==> config.mk <==
export PLATFORM = sky130hd
export DESIGN_NAME = uart_rx_param
export DESIGN_NICKNAME = d
export VERILOG_FILES = /design/src/rtl/uart_rx_param.sv
export SDC_FILE = /design/constraint.sdc
export NUM_CORES = 1
export LEC_CHECK = 0
export CORE_MARGIN = 2
export CORE_UTILIZATION = 30
export DETAILED_ROUTE_END_ITERATION = 16
export HOLD_SLACK_MARGIN = 0.05
export PLACE_DENSITY_LB_ADDON = 0.05
export SETUP_SLACK_MARGIN = 0.15
export SLEW_MARGIN = 20
export SYNTH_ARGS = -nofsm -noshare
export SYNTH_HDL_FRONTEND = slang
export SYNTH_SLANG_ARGS = --single-unit
==> constraint.sdc <==
create_clock -name clk -period 3.4 [get_ports clk]
set_input_delay 0.51 -clock clk [delete_from_list [all_inputs] [get_ports clk]]
set_output_delay 0.51 -clock clk [all_outputs]
set_load 0.1 [all_outputs]
==> src/rtl/uart_rx_param.sv <==
`default_nettype none
// ============================================================================
//  Module      : uart_rx_param
//  Description : Oversampling UART receiver with configurable frame format and
//                a valid/ready holding register. Optional parity checking is
//                enabled by defining UART_RX_PARITY_EN.
//  Revision    : 1.0 - initial release
// ============================================================================
module uart_rx_param #(
  parameter int CLKS_PER_BIT = 16,
  parameter int DATA_BITS    = 8,
  parameter int STOP_BITS    = 1,
  parameter int PARITY_ODD   = 0
) (
  input  logic                 clk,
  input  logic                 reset,
  input  logic                 rxd,
  output logic [DATA_BITS-1:0] rx_data,
  output logic                 rx_valid,
  input  logic                 rx_ready,
  output logic                 rx_busy,
  output logic                 frame_err,
  output logic                 parity_err,
  output logic                 overrun
);

  localparam int              c_CW        = $clog2(CLKS_PER_BIT);
  localparam logic [c_CW-1:0] c_CNT_LAST  = c_CW'(CLKS_PER_BIT - 1);
  localparam logic [c_CW-1:0] c_CNT_HALF  = c_CW'(CLKS_PER_BIT / 2 - 1);
  localparam logic [c_CW-1:0] c_CNT_ONE   = c_CW'(1);
  localparam logic [3:0]      c_DATA_LAST = 4'(DATA_BITS - 1);
  localparam logic [3:0]      c_STOP_LAST = 4'(STOP_BITS - 1);

  typedef enum logic [2:0] {
    S_IDLE      = 3'd0,
    S_START     = 3'd1,
    S_DATA      = 3'd2,
    S_PARITY    = 3'd3,
    S_STOP      = 3'd4,
    S_WAIT_IDLE = 3'd5
  } state_t;

  state_t               r_state;
  logic                 r_sync1;
  logic                 r_sync2;
  logic [c_CW-1:0]      r_cnt;
  logic [3:0]           r_bit;
  logic [DATA_BITS-1:0] r_shift;
  logic                 r_stop_bad;
  logic [DATA_BITS-1:0] r_data;
  logic                 r_valid;
  logic                 r_fe;
  logic                 r_ov;

  logic w_rxd_s;
  logic w_tick;
  logic w_hs;
  logic w_last_stop;
  logic w_stop_bad;
  logic w_good;

  assign w_rxd_s     = r_sync2;
  assign w_tick      = (r_cnt == c_CNT_LAST);
  assign w_hs        = r_valid & rx_ready;
  assign w_last_stop = (r_state == S_STOP) && w_tick && (r_bit == c_STOP_LAST);
  // Stop verdict includes the sample being taken this cycle.
  assign w_stop_bad  = r_stop_bad | ~w_rxd_s;

`ifdef UART_RX_PARITY_EN
  localparam logic c_PAR_ODD = (PARITY_ODD != 0);
  logic r_par_bad;
  logic r_pe;
  assign w_good     = w_last_stop & ~w_stop_bad & ~r_par_bad;
  assign parity_err = r_pe;
`else
  logic w_unused_par;
  assign w_unused_par = (PARITY_ODD != 0);
  assign w_good       = w_last_stop & ~w_stop_bad;
  assign parity_err   = 1'b0;
`endif

  always_ff @(posedge clk or negedge reset) begin
    if (!reset) begin
      r_sync1    <= 1'b1;
      r_sync2    <= 1'b1;
      r_state    <= S_IDLE;
      r_cnt      <= '0;
      r_bit      <= '0;
      r_shift    <= '0;
      r_stop_bad <= 1'b0;
      r_data     <= '0;
      r_valid    <= 1'b0;
      r_fe       <= 1'b0;
      r_ov       <= 1'b0;
`ifdef UART_RX_PARITY_EN
      r_par_bad  <= 1'b0;
      r_pe       <= 1'b0;
`endif
    end else begin
      r_sync1 <= rxd;
      r_sync2 <= r_sync1;
      r_fe    <= 1'b0;
      r_ov    <= 1'b0;
`ifdef UART_RX_PARITY_EN
      r_pe    <= 1'b0;
`endif

      case (r_state)
        S_IDLE: begin
          r_cnt      <= '0;
          r_bit      <= '0;
          r_stop_bad <= 1'b0;
`ifdef UART_RX_PARITY_EN
          r_par_bad  <= 1'b0;
`endif
          if (!w_rxd_s) r_state <= S_START;
        end
        S_START: begin
          if (r_cnt == c_CNT_HALF) begin
            r_cnt   <= '0;
            r_state <= w_rxd_s ? S_IDLE : S_DATA;
          end else begin
            r_cnt <= r_cnt + c_CNT_ONE;
          end
        end
        S_DATA: begin
          if (w_tick) begin
            r_cnt   <= '0;
            r_shift <= {w_rxd_s, r_shift[DATA_BITS-1:1]};
            if (r_bit == c_DATA_LAST) begin
              r_bit <= '0;
`ifdef UART_RX_PARITY_EN
              r_state <= S_PARITY;
`else
              r_state <= S_STOP;
`endif
            end else begin
              r_bit <= r_bit + 4'd1;
            end
          end else begin
            r_cnt <= r_cnt + c_CNT_ONE;
          end
        end
`ifdef UART_RX_PARITY_EN
        S_PARITY: begin
          if (w_tick) begin
            r_cnt     <= '0;
            r_par_bad <= (w_rxd_s != ((^r_shift) ^ c_PAR_ODD));
            r_state   <= S_STOP;
          end else begin
            r_cnt <= r_cnt + c_CNT_ONE;
          end
        end
`endif
        S_STOP: begin
          if (w_tick) begin
            r_cnt      <= '0;
            r_stop_bad <= w_stop_bad;
            if (r_bit == c_STOP_LAST) begin
              r_bit   <= '0;
              r_fe    <= w_stop_bad;
`ifdef UART_RX_PARITY_EN
              r_pe    <= r_par_bad;
`endif
              r_state <= w_stop_bad ? S_WAIT_IDLE : S_IDLE;
            end else begin
              r_bit <= r_bit + 4'd1;
            end
          end else begin
            r_cnt <= r_cnt + c_CNT_ONE;
          end
        end
        S_WAIT_IDLE: begin
          if (w_rxd_s) r_state <= S_IDLE;
        end
        default: r_state <= S_IDLE;
      endcase

      // A handshake in the load cycle frees the slot for the new byte.
      if (w_good) begin
        if (!r_valid || w_hs) begin
          r_data  <= r_shift;
          r_valid <= 1'b1;
        end else begin
          r_ov <= 1'b1;
        end
      end else if (w_hs) begin
        r_valid <= 1'b0;
      end
    end
  end

  assign rx_data   = r_data;
  assign rx_valid  = r_valid;
  assign rx_busy   = (r_state != S_IDLE);
  assign frame_err = r_fe;
  assign overrun   = r_ov;

endmodule
`default_nettype wire

==> results.yml <==
setup_path:
  rr_worst_depth: 4
  cp.required_ps: 3560
  crit_chain: "nor3b_2, nand4_1, nor2b_1, mux2_2"
  crit_cells: 4
  crit_path_end_kind: "register"
  crit_family: "simple AND/OR/NAND/NOR gates"
  crit_fanout: 17
  slowest_stage: "dfrtp_1"
  path_buf_inv: 0
  critical_path_class: "register to register"
  arrival_ps: 2530
  critPathLaunchType: "register"
  cpPeakStageDelay_ps: 660
synthesis:
  ys_top_cells_by_count: "31 x dfrtp_1, 16 x mux2_2, 12 x nand2_1"
  yosysTopAreaCellShare_pct: 47.8
  ys_seq_area_share_pct: 51.1
  netlist_area_mm2: 0.00162
  synth_nets: 148
  syn_avg_cell_area_um2: 11.5
  synth_edf_count: 0
  synth_top_area_cell: "dfrtp_1"
  ys.flop_type: "dfrtp_1"
  yosys-top-cells-area: "dfrtp_1 48%, mux2_2 11%, dfstp_2 3.2%"
  yosysWarnings: 0
  async_flop_share_pct: 100
  synth.distinct_cells: 48
  synth_seq_cells: 33
  synthCells: 141
  yosysMostFrequentCell: "dfrtp_1"
power:
  combPwrFrac_pct: 30.9
  power_per_cell_area_mw_per_mm2: 595
  max-vdd-ir-drop_mv: 0.188
  power.share.clock_pct: 24.8
  swShare_pct: 36.7
  power.leakage_nw: 0.849
  p_int_mw: 0.717
  finalPower_mw: 1.13
  pwr-share-seq_pct: 44.3
  p_switching_mw: 0.416
global_route:
  antenna_found_initial: 0
  grt_pass1_wl_um: 5800
  grt_overflow: 0
  grt_pass1_vias: 1165
  grt.total_usage_pct: 12.3
  grt_max_degree: 34
clock_network:
  cts.clk_slew.worst_paths_ps: 70
  cts_tree: "yes"
  cts_setup_buffers: 0
  cts_buffers: 5
  cts_buffer_depth: 2
  cts-resized-gates: 0
  clkLatencyLatePin_ps: 280
  cts.sinks: 33
  ctsRootBufferMaster: "clkbuf_8"
  holdBufCountCts: 0
  htreeDepth: 2
die:
  rows: 26
  dieArea_mm2: 0.00601
  ios: 17
  core_mm2: 0.00517
  die_w_um: 77.5
  initial_core_util_pct: 31.3
  die_y_um: 77.5
placed_design:
  port_buffers: 15
  dp_hpwl_um: 2200
  gp_congestion: 0.753
  place_area_mm2: 0.00182
timing:
  slew_violations: 0
  setup_violations: 0
  final.setup.tns_ps: 0
  hold_viol_final: 0
  period_needed_ps: 2370
  grt_setup_unrepaired: "no"
  finalCritPeriodShare_pct: 69.6
  clock_skew_ps: 3.17
  max_freq_mhz: 422
  maxSlewHeadroom_pct: 35.0
  worst_pin_slew_ps: 972
worst_hold_path:
  hold_depth: 0
  hold_path_class: "register to register"
detailed_routing:
  firstDrtPassIters: 4
  drt-initial-drc-count: 56
  routed_wl_um: 3190
  post_drt_wl_per_cell_um: 13.9
  drc: 0
  ant_nets: 0
  via_count: 1123
  via_per_inst: 4.90
final_layout:
  seq_area_um2: 828
  area_growth_pct: 17.5
  final_nets: 165
  fin_util_pct: 36.8
  multi_input_area_um2: 734
  antenna_cells: 0
  drive_above_1_share_pct: 22.0
  fillers: 536
  finalInstanceArea_mm2: 0.00191
flow_run:
  cap_violations: 0
run_status:
  status: "completed"
layer usage:
metal,track usage [%],vias to the layer above,part of all wire [%]
met2,19.3,14,48
met1,16.1,562,47
met4,4.82,0,1.8
li1,-,541,-
met5,0,-,0
met3,3.60,6,2.8
kinds of logic after synthesis:
kind of cell	count (synthesis)	share of synthesized area, %
AOI/OAI and AO/OA	28	13.3
DFF	33	51.1
and+or+nand+nor	46	16.4
adders and majority gates	5	3.55
buffers and inverters	11	3.63
other	1	0.231
muxes	17	11.7
area by class of cell:
cell class | count | area share (%)
sequential | 33 | 43.5
timing repair buffer | 16 | 8.14
clock buffer | 7 | 4.01
tap | 70 | 4.60
multi-input combinational | 97 | 38.5
inverter | 5 | 0.985
clock inverter | 1 | 0.263
power groups by stage:
| stage | Combinational (mW) | Sequential, mW | Clock (mW) |
|---|---|---|---|
| after floorplan | 0.340 | 0.458 | 0 |
| after global placement | 0.351 | 0.508 | 0 |
| after detailed placement | 0.353 | 0.508 | 0 |
| after CTS | 0.353 | 0.500 | 0.296 |
| after global routing | 0.390 | 0.514 | 0.314 |
| final | 0.351 | 0.502 | 0.281 |
registers in the layout (all words and copies together), names as in the netlist:
name,count
frame_err,1
rx_valid,1
overrun,1
r_sync2,1
r_shift,8
r_stop_bad,1
r_cnt,4
r_bit,4
r_sync1,1
rx_data,8
r_state,3
layout by cell type, fill, tap and decap left out, types with 2 or more instances in the layout:
| cell type | instances |
|---|---|
| ha_1 | 3 |
| a21o_1 | 2 |
| inv_1 | 5 |
| clkbuf_8 | 5 |
| a32o_1 | 3 |
| mux2_2 | 16 |
| a31oi_1 | 2 |
| nor3b_2 | 2 |
| clkdlybuf4s50_1 | 14 |
| dfrtp_1 | 31 |
| dfstp_2 | 2 |
| nand2_1 | 12 |
| and3b_1 | 2 |
| or3b_4 | 2 |
| nor2b_1 | 2 |
| maj3_1 | 2 |
| a21oi_1 | 5 |
| nor2_1 | 10 |
| clkbuf_1 | 2 |
| buf_4 | 2 |
| nand3_1 | 4 |
| o21ai_0 | 4 |
per-stage QoR:
step           hold slack, ps  instances  setup slack (ps)
2_1_floorplan             214        141              1610
3_3_place_gp              350        221              1110
3_5_place_dp              351        221              1050
4_1_cts                   365        229              1040
5_1_grt                   369        229               774
6_report                  364        229              1030
final timing paths:
path	from	to	slack, ps
max reg2reg	r_state[2]	rx_data[1]	1030
min reg2reg	r_sync1	r_sync2	360
min in group asynchronous	reset	r_cnt[0]	630
min	r_sync1	r_sync2	360
max in group asynchronous	reset	r_sync2	2430
max	r_state[2]	rx_data[1]	1030
No activity file was read; power rests on OpenSTA's default activity.
